**src/rtl/seq_array_div_if.sv**
```systemverilog
// seq_array_div_if
//   Pin bundle of the standard slot wrapper for the sequential divider.
//   ena     : always-1 enable from the wrapper (ignored by the core)
//   ui_in   : dividend N[7:0]
//   uio_in  : [3:0] divisor D, [4] start, [5] rsel, [7:6] unused
//   uo_out  : quotient, or {dbz, 3'b000, R[3:0]} when rsel=1
//   uio_out : [6] busy, [7] done, other bits 0
//   uio_oe  : output enables for the bidirectional pins
//   master  : the side that drives operands (testbench / wrapper)
//   slave   : the divider core
interface seq_array_div_if;
   logic       ena;
   logic [7:0] ui_in;
   logic [7:0] uio_in;
   logic [7:0] uo_out;
   logic [7:0] uio_out;
   logic [7:0] uio_oe;

   modport master (
      output ena, ui_in, uio_in,
      input  uo_out, uio_out, uio_oe
   );

   modport slave (
      input  ena, ui_in, uio_in,
      output uo_out, uio_out, uio_oe
   );
endinterface

```
**src/rtl/seq_array_div.sv**
```systemverilog
// seq_array_div
//   Sequential 8-bit by 4-bit unsigned restoring divider, one quotient bit
//   per clock. A level start in IDLE or DONE captures N and D; eight RUN
//   cycles follow (one for divide-by-zero), then DONE holds the result.
//   clk   : clock, all state updates on the rising edge
//   rst_n : synchronous active-low reset
//   bus   : slot pin bundle (slave side), see seq_array_div_if
module seq_array_div (
   input  logic           clk,
   input  logic           rst_n,
   seq_array_div_if.slave bus
);

   typedef enum logic [1:0] {IDLE, RUN, DONE} state_t;

   state_t     state_reg;
   logic [7:0] n_reg;
   logic [3:0] d_reg;
   logic [7:0] q_reg;
   logic [4:0] p_reg;
   logic [2:0] k_reg;
   logic       dbz_reg;
   logic       busy_reg;
   logic       done_reg;

   logic       start;
   logic       rsel;
   logic [2:0] bit_sel;
   logic [4:0] t_next;
   logic [4:0] diff;
   logic       fits;
   logic       unused_bits;

   assign start   = bus.uio_in[4];
   assign rsel    = bus.uio_in[5];

   // Dividend bits are consumed MSB first.
   assign bit_sel = 3'd7 - k_reg;
   // The 5th bit of T only carries the bit shifted out of P; after a
   // subtraction P < D <= 15, so P[4] is always zero between iterations.
   assign t_next  = {p_reg[3:0], n_reg[bit_sel]};
   assign diff    = t_next - {1'b0, d_reg};
   assign fits    = (t_next >= {1'b0, d_reg});

   always_ff @(posedge clk) begin
      if (!rst_n) begin
         state_reg <= IDLE;
         n_reg     <= 8'h00;
         d_reg     <= 4'h0;
         q_reg     <= 8'h00;
         p_reg     <= 5'h00;
         k_reg     <= 3'd0;
         dbz_reg   <= 1'b0;
         busy_reg  <= 1'b0;
         done_reg  <= 1'b0;
      end else begin
         case (state_reg)
            IDLE, DONE: begin
               if (start) begin
                  n_reg     <= bus.ui_in;
                  d_reg     <= bus.uio_in[3:0];
                  q_reg     <= 8'h00;
                  p_reg     <= 5'h00;
                  k_reg     <= 3'd0;
                  dbz_reg   <= 1'b0;
                  busy_reg  <= 1'b1;
                  done_reg  <= 1'b0;
                  state_reg <= RUN;
               end
            end
            RUN: begin
               if (d_reg == 4'h0) begin
                  // Divide by zero: saturate Q, pass the low nibble as R.
                  q_reg     <= 8'hFF;
                  p_reg     <= {1'b0, n_reg[3:0]};
                  dbz_reg   <= 1'b1;
                  busy_reg  <= 1'b0;
                  done_reg  <= 1'b1;
                  state_reg <= DONE;
               end else begin
                  p_reg <= fits ? diff : t_next;
                  q_reg <= {q_reg[6:0], fits};
                  k_reg <= k_reg + 3'd1;
                  if (k_reg == 3'd7) begin
                     busy_reg  <= 1'b0;
                     done_reg  <= 1'b1;
                     state_reg <= DONE;
                  end
               end
            end
            default: begin
               busy_reg  <= 1'b0;
               done_reg  <= 1'b0;
               state_reg <= IDLE;
            end
         endcase
      end
   end

   assign bus.uo_out  = rsel ? {dbz_reg, 3'b000, p_reg[3:0]} : q_reg;
   assign bus.uio_out = {done_reg, busy_reg, 6'b00_0000};
   assign bus.uio_oe  = 8'b1100_0000;

   // Pins with no function in this design.
   assign unused_bits = &{1'b0, bus.ena, bus.uio_in[7:6], p_reg[4]};

endmodule

```
**src/flat_wrapper.sv**
```systemverilog
// flat-port wrapper written by rule: the top's interface ports become plain ports
module seq_array_div_flat 
  (clk, rst_n, bus_ena, bus_ui_in, bus_uio_in, bus_uo_out, bus_uio_out, bus_uio_oe);
  seq_array_div_if bus_i ();
  input  logic clk;
  input  logic rst_n;
  input wire logic [$bits(bus_i.ena)-1:0] bus_ena;
  input wire logic [$bits(bus_i.ui_in)-1:0] bus_ui_in;
  input wire logic [$bits(bus_i.uio_in)-1:0] bus_uio_in;
  output wire logic [$bits(bus_i.uo_out)-1:0] bus_uo_out;
  output wire logic [$bits(bus_i.uio_out)-1:0] bus_uio_out;
  output wire logic [$bits(bus_i.uio_oe)-1:0] bus_uio_oe;
  assign bus_i.ena = bus_ena;
  assign bus_i.ui_in = bus_ui_in;
  assign bus_i.uio_in = bus_uio_in;
  assign bus_uo_out = bus_i.uo_out;
  assign bus_uio_out = bus_i.uio_out;
  assign bus_uio_oe = bus_i.uio_oe;
  seq_array_div u_core (.clk(clk), .rst_n(rst_n), .bus(bus_i));
endmodule
```
**config.mk**
```make
export PLATFORM = sky130hd
export DESIGN_NAME = seq_array_div_flat
export DESIGN_NICKNAME = d
export VERILOG_FILES = /design/src/rtl/seq_array_div_if.sv /design/src/rtl/seq_array_div.sv /design/src/flat_wrapper.sv
export SDC_FILE = /design/constraint.sdc
export NUM_CORES = 1
export LEC_CHECK = 0
export CORE_MARGIN = 10
export CORE_UTILIZATION = 60
export CTS_BUF_LIST = sky130_fd_sc_hd__clkbuf_4 sky130_fd_sc_hd__clkbuf_8 sky130_fd_sc_hd__clkbuf_16
export DETAILED_ROUTE_END_ITERATION = 8
export DONT_BUFFER_PORTS = 1
export GPL_TIMING_DRIVEN = 1
export HOLD_SLACK_MARGIN = 0.12
export PLACE_DENSITY_LB_ADDON = 0.05
export SKIP_LAST_GASP = 1
export SYNTH_ARGS = -nofsm -noshare
export SYNTH_HDL_FRONTEND = slang
export SYNTH_SLANG_ARGS = --single-unit
export TNS_END_PERCENT = 1
```
**constraint.sdc**
```tcl
create_clock -name clk -period 7.15 [get_ports clk]
set_clock_uncertainty 0.05 [all_clocks]
set_input_delay 1.7875 -clock clk [delete_from_list [all_inputs] [get_ports clk]]
set_output_delay 1.7875 -clock clk [all_outputs]
set_load 0.02 [all_outputs]
```
==> results by group <==
Logic synthesis
  • Post-synth ARST share: 0%
  • Synth Register Bits: 31
  • Top-count cell post-synth: dfxtp_1
  • Synth Cell Area: around 0.0017 sq mm
  • Total number of yosys warnings: 0
  • Top FF cell, synth: dfxtp_1
  • Area leader, netlist: dfxtp_1
  • Avg Cell Area, Syn: roughly 8.3 sq um
  • Synth top area share: 35.8%
  • EDFF count, synth: 0
  • Sequential fraction of the synthesis area: ~36%
  • Synth top area cells: dfxtp_1 (36%), a21oi_1 (7.8%), buf_4 (6.9%)
  • Unique cell type count in the Yosys netlist: 41
  • Synth Instances: about 210
  • Top post-synthesis cells by count: dfxtp_1 (31), a21oi_1 (27), nand2_1 (27), buf_4 (16), nor2_1 (14)

Die
  • Core box area: between 0.002 and 0.003 sq mm
  • Initial core utilization: roughly 63%
  • IO Pins: 43
  • Die area: 0.00544 sq mm
  • Row count: 19
  • Die Y: 73.8 um
  • Die X: about 74 um

Layout
  • Ant diodes: 0
  • Fill count: 261
  • Post-layout nets: approximately 230
  • Fraction of layout cells with a size suffix above 1: between 10% and 20%
  • Area grow syn2layout: -2.45%

Worst setup path
  • R2R cell count: 7
  • Worst r2r src: u_core.k_reg[0]
  • CP startpoint kind: primary input
  • CP Capture Type: output port
  • Crit path max fanout: 8
  • Worst Path Required: 5.31 ns
  • Setup crit start: bus_uio_in[5]
  • CP arrival: 2.17 ns
  • Worst path max stage delay: 0.38 ns
  • Worst Setup EP: bus_uo_out[7]
  • Critical path's slowest cell: mux2_2
  • Stages on worst setup path: 1
  • CP delay by family, top: multiplexers
  • Setup CP Type: in -> out
  • Reg2reg end: u_core.p_reg[3]
  • Reg2reg setup slack: between 4 and 5 ns
  • Buf/Inv on CP: 0
  • Cells along the critical path: mux2_2

Route
  • Routed vias: 1400
  • Vias/cell: a little over 6
  • Wire length per cell: 16.8 um
  • Final WL: just under 4000 um
  • First-pass iteration count of the detailed router: 4
  • # DRC: 0
  • Drt initial violations: roughly 130
  • Detail Route Antenna Nets: 0

Timing
  • Highest clock rate: between 200 and 250 MHz
  • RSZ-0062 raised after global routing: no
  • Max_slew headroom: roughly a third
  • Tmin final: 4.01 ns
  • Final hold vios: 0
  • Setup violations, final: 0
  • Setup TNS: 0 ns
  • Final period utilization: 56.0%
  • Worst hold margin: 0.420 ns
  • Least-Margin Pin Slew: 1.01 ns
  • Slew Limit Fails: 0

Power
  • Worst IR Drop VDD: approximately 0.19 mV
  • Power per cell area: between 200 and 250 mW/mm^2
  • Pleak: 0.660 nW

Placement
  • Gpl congestion: about 0.8
  • Post-DP HPWL: 2820 um
  • PortBufs: 0

Clock tree
  • # hold bufs at CTS: 0
  • Skew-Pair Late Insertion Delay: about 0.34 ns
  • Clock transition at path regs: approximately 0.09 ns
  • Bufs on Longest Clock Path: 2
  • Num CTS Buffers: 5
  • H-Tree Depth: 2
  • Clk root buf: clkbuf_4
  • CTS tree: yes
  • Resize count post-CTS: 0
  • Clock sinks: 31
  • Setup Buffers After CTS: 0

Hold path
  • Hold Path Class: reg -> reg

Run
  • Max-Cap Viols: 0

GRT
  • Initial antenna violation count: 0
  • First-pass GRT wire length: 6450 um
  • Tot GR Track Use: between 10% and 20%
  • Vias in the first global route: about 1.4k
  • Grt ovf: 0
  • Largest net degree at the start of global routing: 31

Outcome
  • Status: complete, no violations
layer usage:
metal | global-route usage, % | wire length [um] | up-vias
met4 | 7.25 | 78 | 0
li1 | - | - | 674
met1 | 17.1 | 1580 | 666
met3 | 7.00 | 375 | 9
met2 | 23.2 | 1830 | 51
met5 | 0 | 0 | -
per-stage QoR:
step / std cells / utilization, % / power (W) / worst slack (ns) / area [sq um]
floorplan: 221 / - / 0.000279 / 2.86 / 1780
global placement: 223 / 59.3 / 0.000282 / 3.15 / 1640
detailed placement: 223 / 59.3 / 0.000285 / 3.15 / 1640
CTS: 230 / 61.4 / 0.000386 / 3.15 / 1690
global route: 230 / 61.4 / 0.000410 / 3.14 / 1690
finish: 230 / 61.4 / 0.000385 / 3.14 / 1690
worst min path at each step:
stage / from / to / slack, ns / cells past startpoint
after floorplan: u_core.n_reg[6] / u_core.n_reg[6] / 0.38 / 2
after global placement: u_core.n_reg[6] / u_core.n_reg[6] / 0.40 / 2
after detailed placement: u_core.n_reg[5] / u_core.n_reg[5] / 0.41 / 2
after CTS: u_core.n_reg[5] / u_core.n_reg[5] / 0.42 / 2
after global routing: u_core.n_reg[4] / u_core.n_reg[4] / 0.44 / 2
final: u_core.n_reg[7] / u_core.n_reg[7] / 0.42 / 2
area by class of cell:
cell class                 count  area [sq um]  share of cell area (%)
clock buffer                   6          51.3                    3.03
clock inverter                 1          5.00                   0.296
inverter                       7          26.3                    1.55
multi-input combinational    154           951                    56.2
sequential                    31           621                    36.7
tap                           31          38.8                    2.29
placed cells by master (no fill, tap or decap), types with 2 or more instances in the layout:
cell type  instances
dfxtp_1           31
nand2_1           27
a21oi_1           27
nor2_1            14
conb_1            14
o21ai_0           10
nand3_1            9
nor2b_1            7
inv_1              7
ha_1               7
mux2_2             6
clkbuf_4           5
a22oi_1            3
mux4_2             2
nand2b_1           2
and3_1             2
a21boi_0           2
nor3_1             2
a211oi_1           2
where the power goes:
group / leakage [nW] / switching [W] / internal (W)
clock: 0.0341 / 0.0000572 / 0.0000454
sequential: 0.254 / 0.0000124 / 0.000184
combinational: 0.372 / 0.0000553 / 0.0000306
total: 0.660 / 0.000125 / 0.000260
kinds of logic (layout without fill, tap and decap cells):
family | count (synthesis) | count (layout) | synth area share [%]
adder cells (fa/ha/maj) | 8 | 8 | 6.20
AO/OA/AOI/OAI | 54 | 54 | 18.7
other | 2 | 14 | 0.433
XOR/XNOR | 1 | 1 | 0.505
AND/OR/NAND/NOR | 68 | 68 | 19.3
buffers and inverters | 36 | 14 | 12.0
flip-flops | 31 | 31 | 35.8
multiplexers | 9 | 9 | 7.07
No activity file was read; power rests on OpenSTA's default activity.
